**config.mk**
```make
export PLATFORM = sky130hd
export DESIGN_NAME = color_issue_arbiter
export DESIGN_NICKNAME = d
export VERILOG_FILES = /design/src/rtl/color_issue_arbiter.sv
export SDC_FILE = /design/constraint.sdc
export NUM_CORES = 1
export LEC_CHECK = 0
export CAP_MARGIN = 20
export CORE_UTILIZATION = 35
export DETAILED_ROUTE_END_ITERATION = 8
export PLACE_DENSITY = 0.56
export SLEW_MARGIN = 40
export SYNTH_ARGS = -nofsm -noshare
export SYNTH_HDL_FRONTEND = slang
export SYNTH_SLANG_ARGS = --single-unit
```
**constraint.sdc**
```tcl
create_clock -name clk -period 7.6 [get_ports clk]
set_input_delay 1.52 -clock clk [delete_from_list [all_inputs] [get_ports clk]]
set_output_delay 1.52 -clock clk [all_outputs]
set_load 0.02 [all_outputs]
```
**src/rtl/color_issue_arbiter.sv**
```systemverilog
// Round-robin issue scheduler sharing one memory request port among COLORS requesters.
// Each color owns MIN_DEPTH reserved in-flight slots; HEAD_ROOM further slots are shared.
// Responses return credits by tag; a response for an idle color raises a sticky error.
module color_issue_arbiter #(
  parameter int unsigned COLORS    = 4,
  parameter int unsigned MIN_DEPTH = 32,
  parameter int unsigned MAX_DEPTH = 512,
  localparam int unsigned TAG_W    = $clog2(COLORS),
  localparam int unsigned CNT_W    = $clog2(MAX_DEPTH) + 1
) (
  input  logic              clk,
  input  logic              rst,
  input  logic [COLORS-1:0] req,
  output logic [COLORS-1:0] grant,
  output logic              mem_req_valid,
  output logic [TAG_W-1:0]  mem_req_tag,
  input  logic              mem_req_ready,
  input  logic              rsp_valid,
  input  logic [TAG_W-1:0]  rsp_tag,
  output logic [CNT_W-1:0]  in_flight,
  output logic              err
);

  localparam int unsigned HEAD_ROOM = MAX_DEPTH - COLORS * MIN_DEPTH;
  localparam logic [CNT_W-1:0] MinD     = CNT_W'(MIN_DEPTH);
  localparam logic [CNT_W-1:0] HeadRoom = CNT_W'(HEAD_ROOM);
  localparam logic [CNT_W-1:0] One      = CNT_W'(1);

  // Credit state: per-color counts plus incrementally maintained shared-pool usage.
  logic [CNT_W-1:0] r_count [COLORS];
  logic [CNT_W-1:0] r_shared_used;
  logic [CNT_W-1:0] r_in_flight;
  logic [TAG_W-1:0] r_rr;
  logic             r_valid;
  logic [TAG_W-1:0] r_tag;
  logic             r_err;

  logic [CNT_W-1:0]  w_count_d [COLORS];
  logic [CNT_W-1:0]  w_shared_d;
  logic [CNT_W-1:0]  w_in_flight_d;
  logic [COLORS-1:0] w_eligible;
  logic              w_load;
  logic              w_any;
  logic [TAG_W-1:0]  w_pick;
  logic [TAG_W-1:0]  w_scan_idx;
  logic              w_do_grant;
  logic              w_rsp_ok;
  logic              w_same;

  // A color may issue if it is under its reservation or the shared pool has room.
  always_comb begin
    w_eligible = '0;
    for (int c = 0; c < COLORS; c++) begin
      w_eligible[c] = req[c] && ((r_count[c] < MinD) || (r_shared_used < HeadRoom));
    end
  end

  assign w_load = !r_valid || mem_req_ready;

  // Scan from the color after the rr pointer; the pointer itself is checked last.
  always_comb begin
    w_any      = 1'b0;
    w_pick     = '0;
    w_scan_idx = '0;
    for (int i = 1; i <= COLORS; i++) begin
      w_scan_idx = r_rr + TAG_W'(i);
      if (!w_any && w_eligible[w_scan_idx]) begin
        w_any  = 1'b1;
        w_pick = w_scan_idx;
      end
    end
  end

  assign w_do_grant = w_load && w_any && !rst;
  assign grant      = w_do_grant ? (COLORS'(1) << w_pick) : '0;

  // Credit bookkeeping; a same-color grant and response cancel out completely.
  always_comb begin
    for (int c = 0; c < COLORS; c++) begin
      w_count_d[c] = r_count[c];
    end
    w_shared_d    = r_shared_used;
    w_in_flight_d = r_in_flight;
    w_rsp_ok      = rsp_valid && (r_count[rsp_tag] != '0);
    w_same        = w_do_grant && w_rsp_ok && (w_pick == rsp_tag);
    if (!w_same) begin
      if (w_do_grant) begin
        w_count_d[w_pick] = r_count[w_pick] + One;
        w_in_flight_d     = w_in_flight_d + One;
        if (r_count[w_pick] >= MinD) begin
          w_shared_d = w_shared_d + One;
        end
      end
      if (w_rsp_ok) begin
        w_count_d[rsp_tag] = r_count[rsp_tag] - One;
        w_in_flight_d      = w_in_flight_d - One;
        if (r_count[rsp_tag] > MinD) begin
          w_shared_d = w_shared_d - One;
        end
      end
    end
  end

  // Credit registers with synchronous reset.
  always_ff @(posedge clk) begin
    if (rst) begin
      for (int c = 0; c < COLORS; c++) begin
        r_count[c] <= '0;
      end
      r_shared_used <= '0;
      r_in_flight   <= '0;
    end else begin
      for (int c = 0; c < COLORS; c++) begin
        r_count[c] <= w_count_d[c];
      end
      r_shared_used <= w_shared_d;
      r_in_flight   <= w_in_flight_d;
    end
  end

  // Issue register, rr pointer and sticky error; the register only changes when load is set.
  always_ff @(posedge clk) begin
    if (rst) begin
      r_valid <= 1'b0;
      r_tag   <= '0;
      r_rr    <= TAG_W'(COLORS - 1);
      r_err   <= 1'b0;
    end else begin
      if (w_load) begin
        if (w_any) begin
          r_valid <= 1'b1;
          r_tag   <= w_pick;
          r_rr    <= w_pick;
        end else begin
          r_valid <= 1'b0;
        end
      end
      if (rsp_valid && !w_rsp_ok) begin
        r_err <= 1'b1;
      end
    end
  end

  assign mem_req_valid = r_valid;
  assign mem_req_tag   = r_tag;
  assign in_flight     = r_in_flight;
  assign err           = r_err;

  // Capacity invariants that hold by construction of the eligibility rule.
  a_in_flight_bound: assert property (@(posedge clk) disable iff (rst)
    r_in_flight <= CNT_W'(MAX_DEPTH));
  a_shared_bound: assert property (@(posedge clk) disable iff (rst)
    r_shared_used <= HeadRoom);

endmodule

```
# == After elaboration in Yosys (flattened, before gate mapping) ==
# Memories as Yosys holds them, arrays and structs flattened.
# Index checks and enable logic that the tools add are counted.
# totals
regBits,26
latch_bits,0
ramBits,40
mem_bits_ro,0
out_inout_bits,18
word_cells,110
mem_count,1
# op_classes
addsub,9
mul,0
n_div,0
order_cmp,15
eq_ne,1
n_shift,1
muxes,43
bitwise_logic,6
n_reduce_logical,28
# mem_list
name,depth,word_bits,rd,rd_clocked_by_memory_dff,wr,line_no,rtl
r_count,4,10,6,0,4,30,logic [CNT_W-1:0] r_count [COLORS];
# ops
cell,count
$mux W40,4
$mux W10,14
$bwmux W40,2
$demux W10 S2,2
$lt A10 B6 Y1 const B,4
$add A10 B1 Y10 const B,3
$sub A10 B1 Y10 const B,3
$logic_and A1 B1 Y1,15
$lt A2 B3 Y1 const B,4
$mux W1,12
$ge A10 B6 Y1 const B,1
$gt A10 B6 Y1 const B,1
$lt A10 B9 Y1 const B,1
$reduce_bool A10 Y1,1
$bmux W1 S2,4
$mux W2,4
$ge A3 B3 Y1 const B,2
$logic_not A1 Y1,6
$lt A3 B1 Y1 const B,2
$not A2 Y3,2
$logic_or A1 B1 Y1,5
$add A2 B2 Y2 const B,2
$mux W4,1
$or A1 B1 Y1,4
4 further kinds,4

# == Depth between registers and ports, before layout ==
# Gate-level depths: netlist (run 1).
# depth
depth_word,27
mapped_depth,18
depth_no_buf,16

# == Worst setup path before layout (run 1) ==
# OpenSTA, ideal clock, no wires.
# synth_path
kind,input to register
start,input req[2]
end,register r_shared_used[6]
setup_time_ns,0.124
arrival_time_ns,4.794
required_time_ns,7.476
setup_slack_ns,2.681
stages,17
n_path_buf,2
cell_sequence,nor4b_2 > a22o_1 > o221ai_1 > o21ai_2 > nand2_2 > mux4_2 > a21oi_2 > nand2b_1 > clkbuf_1 > mux2i_1 > ha_1 > and3_1 > buf_1 > a21boi_1 > nand2_1 > mux2i_1 > a2111o_1
# synth_between
elab_chain_len,21
# synth_rtl
item,line_no,rtl
from (decl),13,"input logic [COLORS-1:0] req,"
$logic_and A1 B1 Y1 *,54,w_eligible[c] = req[c] && ((r_count[c] < MinD) || (r_shared_used < HeadRoom));
$bmux W1 S2,67,if (!w_any && w_eligible[w_scan_idx]) begin
$mux W1 (implied by the code),67,
$mux W1,67,
$logic_not A1 Y1,67,
$logic_and A1 B1 Y1,67,
$mux W1,67,
$logic_not A1 Y1,67,
[5 not listed],n/a,
$mem_v2 Z4 W10,n/a,
$ge A10 B6 Y1,90,if (r_count[w_pick] >= MinD) begin
$mux W10,90,
$mux W10,87,if (w_do_grant) begin
$mux W10,86,if (!w_same) begin
$sub A10 B1 Y10,98,w_shared_d = w_shared_d - One;
$mux W10,97,if (r_count[rsp_tag] > MinD) begin
$mux W10,94,if (w_rsp_ok) begin
to (signal assigned),116,r_shared_used <= w_shared_d;
to (decl),31,logic [CNT_W-1:0] r_shared_used;
# Every way passes the cells marked *; elsewhere a longest branch is shown, timed or not. The select of a mux whose other input is x is not followed.
# A chain may end at the register's enable or synchronous reset.

# == Final worst setup path (run 1) ==
# layout_path
start,input req[0]
end,output grant[0]
# layout_between
elab_chain_len,16
# layout_rtl
item,line_no,rtl
$logic_and A1 B1 Y1 *,54,
$bmux W1 S2,67,
$mux W1 (implied by the code),67,
$mux W1,67,
$logic_not A1 Y1,67,
$logic_and A1 B1 Y1,67,
$mux W1,67,
$logic_not A1 Y1,67,
$logic_and A1 B1 Y1,67,
$mux W1,67,
$logic_not A1 Y1,67,
$logic_and A1 B1 Y1,67,
$mux W1,67,
$logic_and A1 B1 Y1 (2 in series),74,assign w_do_grant = w_load && w_any && !rst;
$mux W4 *,75,assign grant = w_do_grant ? (COLORS'(1) << w_pick) : '0;
to (decl),14,"output logic [COLORS-1:0] grant,"
# Marked as above.

==> load_flow_metrics.sql, run 1 <==
INSERT INTO impl_metrics (metric_group, metric, value, unit) VALUES
('global_routing', 'antenna_found_initial', '0', ''),
('floorplanning', 'die_w', '119', 'um'),
('global_routing', 'globalRouteOverflowTotal', '0', ''),
('yosys', 'post_synth_inst_count', '580', ''),
('clocking', 'cts_post_setup_buffers_inserted', '0', ''),
('cells_and_area', 'syn_to_final_growth', '14.1', '%'),
('setup_path', 'worstSetupPathType', 'primary input to output port', ''),
('sta', 'slew-limit-headroom', '44.0', '%'),
('clocking', 'clk_path_buf_depth', '2', ''),
('sta', 'worst_hold_check_slack', '0.475', 'ns'),
('route', 'remaining_drc_errors', '0', ''),
('global_routing', 'grt_util_all_layers', '20.0', '%'),
('setup_path', 'max_stage_delay_on_crit_path', '0.59', 'ns'),
('global_routing', 'first_global_vias', '4313', ''),
('outcome', 'outcome', 'finished clean', ''),
('sta', 'fmaxAchievable', '0.165', 'GHz'),
('yosys', 'syn-cell-area', '4760', 'um^2'),
('yosys', 'ys.warnings.count', '0', ''),
('cells_and_area', 'antenna_cells_inserted', '0', ''),
('route', 'vias_per_cell', '5.83', ''),
('sta', 'skew', '0.00457', 'ns'),
('setup_path', 'crit_path_max_fanout', '17', ''),
('sta', 'min_period_over_period', '79.9', '%'),
('cells_and_area', 'area_of_all_placed_cells_without_fillers', '5430', 'um^2'),
('yosys', 'synth-edff-count', '0', ''),
('route', 'first_iter_violations', '418', ''),
('sta', 'setup_viol_count_final', '0', ''),
('sta', 'timing.final.hold_violations', '0', ''),
('power_and_ir_drop', 'irDropWorstVdd', '0.176', 'mV'),
('cells_and_area', 'multi_input_combinational_cell_area', '3240', 'um^2'),
('power_and_ir_drop', 'p_leak', '2.02', 'nW'),
('setup_path', 'crit-reg2reg-launch', 'r_count[1][5]$_SDFFE_PP0N_', ''),
('yosys', 'synth.yosys.seq_area_share', '27.8', '%'),
('cells_and_area', 'fill_cell_total_of_the_finished_layout', '1341', ''),
('placement', 'dp_cell_count', '758', ''),
('yosys', 'synth.distinct_cells', '64', ''),
('clocking', 'cts_max_level', '3', ''),
('clocking', 'clock_insertion_delay_worst_skew', '0.33', 'ns'),
('clocking', 'cts_tree', 'yes', ''),
('hold_path', 'hold_class', 'flop to flop', ''),
('yosys', 'synth_fp_nets', '597', ''),
('clocking', 'clock_sink_count', '66', ''),
('setup_path', 'critPathLaunch', 'req[0]', ''),
('clocking', 'ctsRootBufferMaster', 'sky130_fd_sc_hd__clkbuf_16', ''),
('yosys', 'synth.top_cell.area_share', '27.8', '%'),
('cells_and_area', 'area.sequential', '1320', 'um^2'),
('sta', 'setup-tns-final', '0', 'ns'),
('route', 'drtPass1Iterations', '6', ''),
('setup_path', 'critical_path.slowest_cell', 'sky130_fd_sc_hd__clkdlybuf4s50_1', ''),
('yosys', 'synth_top_area_cell', 'sky130_fd_sc_hd__dfxtp_1', ''),
('global_routing', 'grt_first_pass_wirelength', '22100', 'um'),
('placement', 'dp_hpwl', '9400', 'um'),
('sta', 'final_max_slew_violation_count', '0', ''),
('cells_and_area', 'layout_cell_share_with_drive_strength_beyond_1', '12.4', '%'),
('route', 'wl', '13700', 'um'),
('route', 'dr_total_vias', '4504', ''),
('setup_path', 'timing.critical_path.arrival', '4.55', 'ns'),
('clocking', 'hold_buffer_count_at_cts', '0', ''),
('route', 'drt.antenna.violating_nets', '0', ''),
('clocking', 'number_of_buffers_created_by_cts', '9', ''),
('placement', 'finalWeightedCongestion', '0.839', ''),
('hold_path', 'timing.hold.worst.start', 'err$_SDFFE_PP0P_', ''),
('placement', 'placement.cell_area', '5170', 'um^2'),
('clocking', 'ctsResizeCount', '0', ''),
('yosys', 'ffs_w_async_s_r_synth', '0', '%'),
('cells_and_area', 'design.final.nets', '610', ''),
('yosys', 'synth.avg_cell_area', '8.21', 'um^2'),
('floorplanning', 'rows', '42', ''),
('floorplanning', 'fp.dieArea', '14100', 'um^2'),
('yosys', 'synth_area_leaders', 'sky130_fd_sc_hd__dfxtp_1 28%, sky130_fd_sc_hd__mux4_2 5.2%, sky130_fd_sc_hd__o21ai_0 4.9%, sky130_fd_sc_hd__nor2_1 4.9%, sky130_fd_sc_hd__mux2i_1 4.8%', ''),
('setup_path', 'setup.worst_path.start_class', 'primary input', '');
==> worst paths after layout <==
kind | end | slack, ns | cells after the start
max | grant[0] | 1.53 | 9
min | err$_SDFFE_PP0P_ | 0.47 | 2
max reg2reg | r_shared_used[6]$_SDFFE_PP0N_ | 2.85 | 15
min reg2reg | err$_SDFFE_PP0P_ | 0.47 | 2
==> state kept, by name, indices dropped and copies added (netlist names) <==
name / count
r_rr: 2
mem_req_tag: 2
in_flight: 10
mem_req_valid: 1
err: 1
r_shared_used: 10
r_count: 40
==> layout make-up <==
class / count / area share [%]
Tap cell: 176 / 4.05
Sequential cell: 66 / 24.3
Multi-Input combinational cell: 465 / 59.6
Clock inverter: 4 / 0.368
Clock buffer: 10 / 4.40
Timing Repair Buffer: 35 / 6.13
Inverter: 16 / 1.11
==> where the power goes <==
group	switching [mW]	total [mW]	internal, mW
clock network	0.150	0.373	0.223
registers	0.178	0.679	0.501
logic	1.19	2.00	0.803
==> Yosys cell counts (all sizes together), types with 5 or more instances <==
| master | count |
|---|---|
| a211oi | 6 |
| a21oi | 49 |
| a22o | 16 |
| a22oi | 5 |
| a31oi | 15 |
| and2 | 6 |
| buf | 12 |
| clkbuf | 21 |
| dfxtp | 66 |
| ha | 7 |
| inv | 16 |
| mux2 | 11 |
| mux2i | 23 |
| mux4 | 11 |
| nand2 | 43 |
| nand3 | 27 |
| nor2 | 62 |
| nor3 | 12 |
| nor3b | 6 |
| o211ai | 8 |
| o21ai | 50 |
| o22ai | 5 |
| or3 | 9 |
| xnor2 | 21 |
| xor2 | 24 |
==> cell usage in the layout, fill, tap and decap left out, drive strengths merged, types with 21 or more instances in the layout <==
cell and n:
dfxtp 66, nor2 62, o21ai 50, a21oi 49, nand2 43, nand3 27, clkdlybuf4s50 26, xor2 24
mux2i 23, xnor2 21
==> kinds of logic (layout without fill, tap and decap cells) <==
| logic type | count (synthesis) | after routing | share of synthesized area [%] |
|---|---|---|---|
| compound gates | 174 | 174 | 24.8 |
| xor+xnor | 45 | 45 | 8.28 |
| fa+ha+maj | 7 | 7 | 1.84 |
| simple gates | 194 | 194 | 20.2 |
| mux | 45 | 45 | 12.7 |
| buf+inv | 49 | 65 | 4.39 |
| flops | 66 | 66 | 27.8 |
==> routing by layer <==
layer	track usage (%)	wire [um]	vias up
li1	-	-	2161
met2	32.7	6530	175
met4	8.62	316	0
met5	0	0	-
met3	4.15	877	35
met1	25.3	6010	2133
==> critical path, delay by kind of cell <==
family,cells,cell delay [ns]
compound gates,2,0.67
buf+inv,4,1.39
simple gates,3,0.97
==> metrics by stage <==
stage	setup WS [ns]	util, %	total power [mW]
5_1_grt	1.35	41.0	3.29
4_1_cts	1.54	41.0	3.04
2_1_floorplan	2.68	-	2.20
3_3_place_gp	1.34	38.9	2.60
3_5_place_dp	1.35	39.0	2.64
6_report	1.53	41.0	3.05
(Power assumes the default switching activity.)
==> run 2: changes to the inputs <==
Clock period 7.6 ns to 5.72 ns, I/O delays scaled along.
==> run 2 against run 1 <==
  * Design area rose by 2.5%
  * Largest cell class unchanged
  * Critical path depth rose by 1
  * Setup slack worse by 1.0 ns
  * Global-route usage grew 1.1 points
  * Non-clock buffer count rose by 16
  * Sequential share of layout area down 0.59 points
  * Count of clock-buffer cells in the layout rose by 4
  * Via count grew 1.5%
  * Clock skew up 0.00084 ns
==> load_flow_metrics.sql, run 2 (synthesized netlist as in run 1, its figures left out) <==
INSERT INTO impl_metrics (metric_group, metric, value, unit) VALUES
('setup_path', 'worst-r2r-setup-slack', '1.36', 'ns'),
('clocking', 'cts_post_setup_buffers_inserted', '0', ''),
('setup_path', 'setup.worst_path.start_class', 'primary input', ''),
('cells_and_area', 'fill_cell_total_of_the_finished_layout', '1354', ''),
('placement', 'detailedPlace.worstSlack', '0.201', 'ns'),
('sta', 'clock_period_minus_worst_slack', '5.22', 'ns'),
('flow_run', 'max-cap-violations', '0', ''),
('sta', 'min_period_over_period', '91.3', '%'),
('route', 'drtPass1Iterations', '5', ''),
('placement', 'numPortBuffers', '27', ''),
('clocking', 'clk_path_buf_depth', '2', ''),
('route', 'drt.antenna.violating_nets', '0', ''),
('placement', 'finalWeightedCongestion', '0.929', ''),
('floorplanning', 'core_region_area', '13200', 'um^2'),
('sta', 'tightestPinTransition', '0.720', 'ns'),
('route', 'vias_per_cell', '5.79', ''),
('floorplanning', 'die_w', '119', 'um'),
('sta', 'setup_ws', '0.496', 'ns'),
('cells_and_area', 'largest-register', 'r_count', ''),
('sta', 'setup_viol_count_final', '0', ''),
('route', 'remaining_drc_errors', '0', ''),
('placement', 'dp_hpwl', '10100', 'um'),
('setup_path', 'crit-reg2reg-launch', 'r_count[3][9]$_SDFFE_PP0N_', ''),
('sta', 'skew', '0.00541', 'ns'),
('floorplanning', 'top_level_ports', '28', ''),
('global_routing', 'grt_first_pass_wirelength', '23000', 'um'),
('clocking', 'clock_insertion_delay_worst_skew', '0.35', 'ns'),
('cells_and_area', 'layout_cell_share_with_drive_strength_beyond_1', '14.0', '%'),
('setup_path', 'worstSetupEndpointType', 'output port', ''),
('sta', 'timing.final.hold_violations', '0', ''),
('sta', 'setup-tns-final', '0', 'ns'),
('setup_path', 'timing.critical_path.arrival', '4.08', 'ns'),
('floorplanning', 'initial_core_util', '35.9', '%'),
('floorplanning', 'die-height', '119', 'um'),
('cells_and_area', 'antenna_cells_inserted', '0', ''),
('setup_path', 'required', '4.58', 'ns'),
('cells_and_area', 'layout.cells.most_common', 'sky130_fd_sc_hd__dfxtp_1', ''),
('clocking', 'ctsResizeCount', '0', ''),
('placement', 'placement.cell_area', '5280', 'um^2'),
('outcome', 'outcome', 'finished clean', ''),
('cells_and_area', 'multi_input_combinational_cell_area', '3230', 'um^2'),
('cells_and_area', 'design.final.nets', '626', ''),
('clocking', 'number_of_buffers_created_by_cts', '9', ''),
('clocking', 'ctsRootBufferMaster', 'sky130_fd_sc_hd__clkbuf_16', ''),
('hold_path', 'timing.hold.worst.start', 'err$_SDFFE_PP0P_', ''),
('cells_and_area', 'most-common-layout-cells', '66 x sky130_fd_sc_hd__dfxtp_1, 61 x sky130_fd_sc_hd__nor2_1, 47 x sky130_fd_sc_hd__o21ai_0, 43 x sky130_fd_sc_hd__a21oi_1, 42 x sky130_fd_sc_hd__nand2_1', ''),
('setup_path', 'crit_path_max_fanout', '10', ''),
('hold_path', 'holdPathStages', '2', ''),
('route', 'wl', '14100', 'um'),
('floorplanning', 'fp.dieArea', '14100', 'um^2'),
('cells_and_area', 'area.sequential', '1320', 'um^2'),
('setup_path', 'worstSetupPathType', 'primary input to output port', ''),
('global_routing', 'globalRouteOverflowTotal', '0', ''),
('global_routing', 'first_global_vias', '4422', ''),
('clocking', 'worst_setup_hold_path_clk_slew', '0.05', 'ns'),
('clocking', 'hold_buffer_count_at_cts', '0', ''),
('route', 'first_iter_violations', '372', ''),
('hold_path', 'hold_class', 'flop to flop', ''),
('sta', 'rsz0062_at_grt', 'no', ''),
('hold_path', 'holdPathEnd', 'err$_SDFFE_PP0P_', ''),
('setup_path', 'r2r_cells', '15', ''),
('cells_and_area', 'area_of_all_placed_cells_without_fillers', '5570', 'um^2'),
('sta', 'fmaxAchievable', '0.191', 'GHz'),
('sta', 'slew-limit-headroom', '51.8', '%'),
('global_routing', 'antenna_found_initial', '0', ''),
('floorplanning', 'rows', '42', ''),
('route', 'routedWlPerCell', '17.9', 'um'),
('cells_and_area', 'syn_to_final_growth', '17.0', '%'),
('setup_path', 'rr_endpoint', 'r_shared_used[6]$_SDFFE_PP0N_', ''),
('clocking', 'cts_tree', 'yes', ''),
('global_routing', 'grt_start_max_net_pins', '44', ''),
('cells_and_area', 'max_ffs_per_register', '40', ''),
('sta', 'final_max_slew_violation_count', '0', ''),
('global_routing', 'grt_util_all_layers', '21.0', '%'),
('clocking', 'cts_max_level', '3', ''),
('route', 'dr_total_vias', '4573', ''),
('clocking', 'clock_sink_count', '66', '');
==> run 2: cell count changes in the layout (fill, tap and decap cells not counted), sizes merged <==
cell	previous run	this run
buf	9	24
clkbuf	10	14
clkinv	4	2
clkdlybuf4s50	26	27
==> run 2: how the worst max path moves through the flow <==
stage	endpoint	slack [ns]	startpoint
after detailed placement	r_shared_used[6]$_SDFFE_PP0N_	0.20	req[3]
after CTS	grant[2]	0.51	req[3]
final	grant[0]	0.50	req[0]
after global placement	r_shared_used[6]$_SDFFE_PP0N_	0.41	req[3]
after global routing	r_shared_used[6]$_SDFFE_PP0N_	0.22	req[3]
after floorplan	r_shared_used[6]$_SDFFE_PP0N_	1.18	req[2]
==> run 2: cell type report <==
class                           instances  area share (%)
Tap cell                              176            3.96
Clock inverter                          2           0.180
Multi-Input combinational cell        465            58.0
Timing Repair Buffer                   51            8.09
Inverter                               16            1.08
Sequential cell                        66            23.7
Clock buffer                           14            4.92
==> run 2: critical path, stage by stage <==
cell and delay, ns:
sky130_fd_sc_hd__clkdlybuf4s50_1 0.50, sky130_fd_sc_hd__nor3b_1 0.27, sky130_fd_sc_hd__a22oi_1 0.13, sky130_fd_sc_hd__and2_1 0.21, sky130_fd_sc_hd__o211ai_4 0.34, sky130_fd_sc_hd__buf_4 0.27
sky130_fd_sc_hd__inv_1 0.07, sky130_fd_sc_hd__or3_1 0.45, sky130_fd_sc_hd__inv_1 0.09, sky130_fd_sc_hd__clkdlybuf4s50_1 0.60
==> run 2: per-stage QoR <==
step / instances / hold WS, ns / util, %
finish: 790 / 0.467 / 42.0
global route: 790 / 0.518 / 42.0
CTS: 790 / 0.476 / 42.0
detailed placement: 774 / 0.461 / 39.9
global placement: 774 / 0.452 / 39.9
floorplan: 580 / 0.472 / -
==> run 2: per-layer routing <==
metal  wire [um]  vias to the layer above  GRT usage, %
li1            -                     2184             -
met1        6210                     2217          26.8
met2        6720                      152          33.5
met3         954                       20          6.03
met4         255                        0          7.91
met5           0                        -             0
Power of run 2 is not shown: default switching activity piles up to over one toggle a cycle in this logic, so the estimate is an artifact.
==> run 3: changes to the inputs <==
Settings changed: MAX_ROUTING_LAYER from default to met4.
==> run 3 against run 2 <==
  * Maximum frequency increased by 1.1%
  * Clock skew increased by 0.0036 ns
  * Critical path depth increased by 6
  * Routed wire length down 1.1%
  * Via count up 0.20%
  * Sequential share of layout area about the same
  * Worst hold slack improved by 0.0059 ns
  * Critical path type is now primary input to flop
  * Critical endpoint is now r_shared_used[6]$_SDFFE_PP0N_
==> load_flow_metrics.sql, run 3 (synthesized netlist as in run 1, its figures left out) <==
INSERT INTO impl_metrics (metric_group, metric, value, unit) VALUES
('outcome', 'outcome', 'finished clean', ''),
('route', 'drt.antenna.violating_nets', '0', ''),
('sta', 'fmaxAchievable', '0.194', 'GHz'),
('sta', 'setup_viol_count_final', '0', ''),
('route', 'dr_total_vias', '4582', ''),
('setup_path', 'worst-r2r-setup-slack', '1.31', 'ns'),
('cells_and_area', 'max_ffs_per_register', '40', ''),
('clocking', 'ctsResizeCount', '0', ''),
('placement', 'detailedPlace.worstSlack', '0.217', 'ns'),
('clocking', 'ctsRootBufferMaster', 'sky130_fd_sc_hd__clkbuf_16', ''),
('floorplanning', 'die-height', '119', 'um'),
('cells_and_area', 'fill_cell_total_of_the_finished_layout', '1321', ''),
('route', 'drtPass1Iterations', '5', ''),
('sta', 'setup-tns-final', '0', 'ns'),
('cells_and_area', 'layout_cell_share_with_drive_strength_beyond_1', '14.0', '%'),
('global_routing', 'grt_start_max_net_pins', '44', ''),
('sta', 'min_period_over_period', '90.3', '%'),
('clocking', 'cts_max_level', '3', ''),
('cells_and_area', 'layout.cells.most_common', 'sky130_fd_sc_hd__dfxtp_1', ''),
('global_routing', 'antenna_found_initial', '0', ''),
('global_routing', 'grt_util_all_layers', '21.3', '%'),
('setup_path', 'timing.critical_path.arrival', '5.40', 'ns'),
('clocking', 'cts_post_setup_buffers_inserted', '0', ''),
('cells_and_area', 'antenna_cells_inserted', '0', ''),
('floorplanning', 'rows', '42', ''),
('clocking', 'clock_insertion_delay_worst_skew', '0.35', 'ns'),
('sta', 'rsz0062_at_grt', 'no', ''),
('cells_and_area', 'most-common-layout-cells', '66 x sky130_fd_sc_hd__dfxtp_1, 62 x sky130_fd_sc_hd__nor2_1, 47 x sky130_fd_sc_hd__o21ai_0, 43 x sky130_fd_sc_hd__a21oi_1, 42 x sky130_fd_sc_hd__nand2_1', ''),
('placement', 'numPortBuffers', '27', ''),
('route', 'wl', '14000', 'um'),
('setup_path', 'setup.worst_path.start_class', 'primary input', ''),
('cells_and_area', 'syn_to_final_growth', '17.2', '%'),
('floorplanning', 'top_level_ports', '28', ''),
('setup_path', 'critical_path.slowest_cell', 'sky130_fd_sc_hd__mux4_2', ''),
('route', 'remaining_drc_errors', '0', ''),
('clocking', 'clock_sink_count', '66', ''),
('clocking', 'number_of_buffers_created_by_cts', '9', ''),
('floorplanning', 'die_w', '119', 'um'),
('floorplanning', 'core_region_area', '13200', 'um^2'),
('setup_path', 'crit_path_max_fanout', '11', ''),
('flow_run', 'max-cap-violations', '0', ''),
('sta', 'timing.final.hold_violations', '0', ''),
('setup_path', 'most_frequent_cell_on_the_critical_path', 'sky130_fd_sc_hd__mux2i_1', ''),
('setup_path', 'required', '5.95', 'ns'),
('floorplanning', 'initial_core_util', '35.9', '%'),
('setup_path', 'worstSetupPathType', 'primary input to flop', ''),
('global_routing', 'globalRouteOverflowTotal', '0', ''),
('setup_path', 'worstSetupEndpointType', 'flop', ''),
('setup_path', 'max_stage_delay_on_crit_path', '0.56', 'ns'),
('global_routing', 'grt_first_pass_wirelength', '23000', 'um'),
('route', 'routedWlPerCell', '17.7', 'um'),
('setup_path', 'crit_path_cell_trace', 'clkdlybuf4s50_1 > nor3b_2 > a22oi_4 > o221ai_1 > o21ai_2 > nand2_2 > mux4_2 > a21oi_2 > nand2b_1 > mux2i_1 > ha_1 > and3_1 > a21boi_1 > nand2_1 > mux2i_1 > a2111o_1', ''),
('sta', 'clock_period_minus_worst_slack', '5.17', 'ns'),
('global_routing', 'first_global_vias', '4517', ''),
('hold_path', 'hold_class', 'flop to flop', ''),
('sta', 'tightestPinTransition', '0.797', 'ns'),
('sta', 'setup_ws', '0.554', 'ns'),
('clocking', 'worst_setup_hold_path_clk_slew', '0.06', 'ns'),
('cells_and_area', 'largest-register', 'r_count', ''),
('sta', 'final_max_slew_violation_count', '0', ''),
('sta', 'skew', '0.00897', 'ns'),
('cells_and_area', 'design.final.nets', '628', ''),
('clocking', 'cts_tree', 'yes', ''),
('floorplanning', 'fp.dieArea', '14100', 'um^2'),
('placement', 'finalWeightedCongestion', '0.940', ''),
('route', 'first_iter_violations', '403', ''),
('clocking', 'hold_buffer_count_at_cts', '0', ''),
('sta', 'slew-limit-headroom', '46.7', '%'),
('clocking', 'clk_path_buf_depth', '2', ''),
('placement', 'dp_hpwl', '10200', 'um'),
('route', 'vias_per_cell', '5.79', '');
==> run 3: routing by layer <==
metal	share of wire, %	vias to the layer above	track usage [%]
met5	0	-	-
met4	3.0	0	9.10
met3	5.3	40	3.86
met2	46	169	33.7
met1	46	2182	26.6
li1	-	2191	-
==> run 3: final timing paths <==
| check | from | cells after the start | to |
|---|---|---|---|
| worst min register to register | err$_SDFFE_PP0P_ | 2 | err$_SDFFE_PP0P_ |
| worst min-delay path | err$_SDFFE_PP0P_ | 2 | err$_SDFFE_PP0P_ |
| worst max register to register | r_count[3][9]$_SDFFE_PP0N_ | 15 | r_shared_used[6]$_SDFFE_PP0N_ |
| worst max-delay path | req[3] | 16 | r_shared_used[6]$_SDFFE_PP0N_ |
==> run 3: final cells by class <==
type                    instances  area [um^2]  share of cell area [%]
repair buffers                 53          465                    8.34
flip-flops and latches         66         1320                    23.7
multi-input cells             465         3230                    57.9
well taps                     176          220                    3.95
inverters                      16         60.1                    1.08
clock inverters                 3         40.0                   0.718
clock buffers                  13          240                    4.31
==> run 3: critical path: cells and delay by family <==
kind,cells,cell delay (ns)
AO/OA/AOI/OAI,6,1.50
adder cells (fa/ha/maj),1,0.17
buffers and inverters,1,0.53
multiplexers,3,0.98
AND/OR/NAND/NOR,5,1.07
==> run 3: stage by stage <==
stage / std cells / cell area, um^2 / hold WS, ns / utilization (%)
after floorplan: 580 / 4760 / 0.472 / -
after CTS: 792 / 5580 / 0.484 / 42.1
after detailed placement: 776 / 5300 / 0.470 / 40.0
after global routing: 792 / 5580 / 0.518 / 42.1
final: 792 / 5580 / 0.472 / 42.1
after global placement: 776 / 5300 / 0.451 / 40.0
Power of run 3 is left out for the same reason.
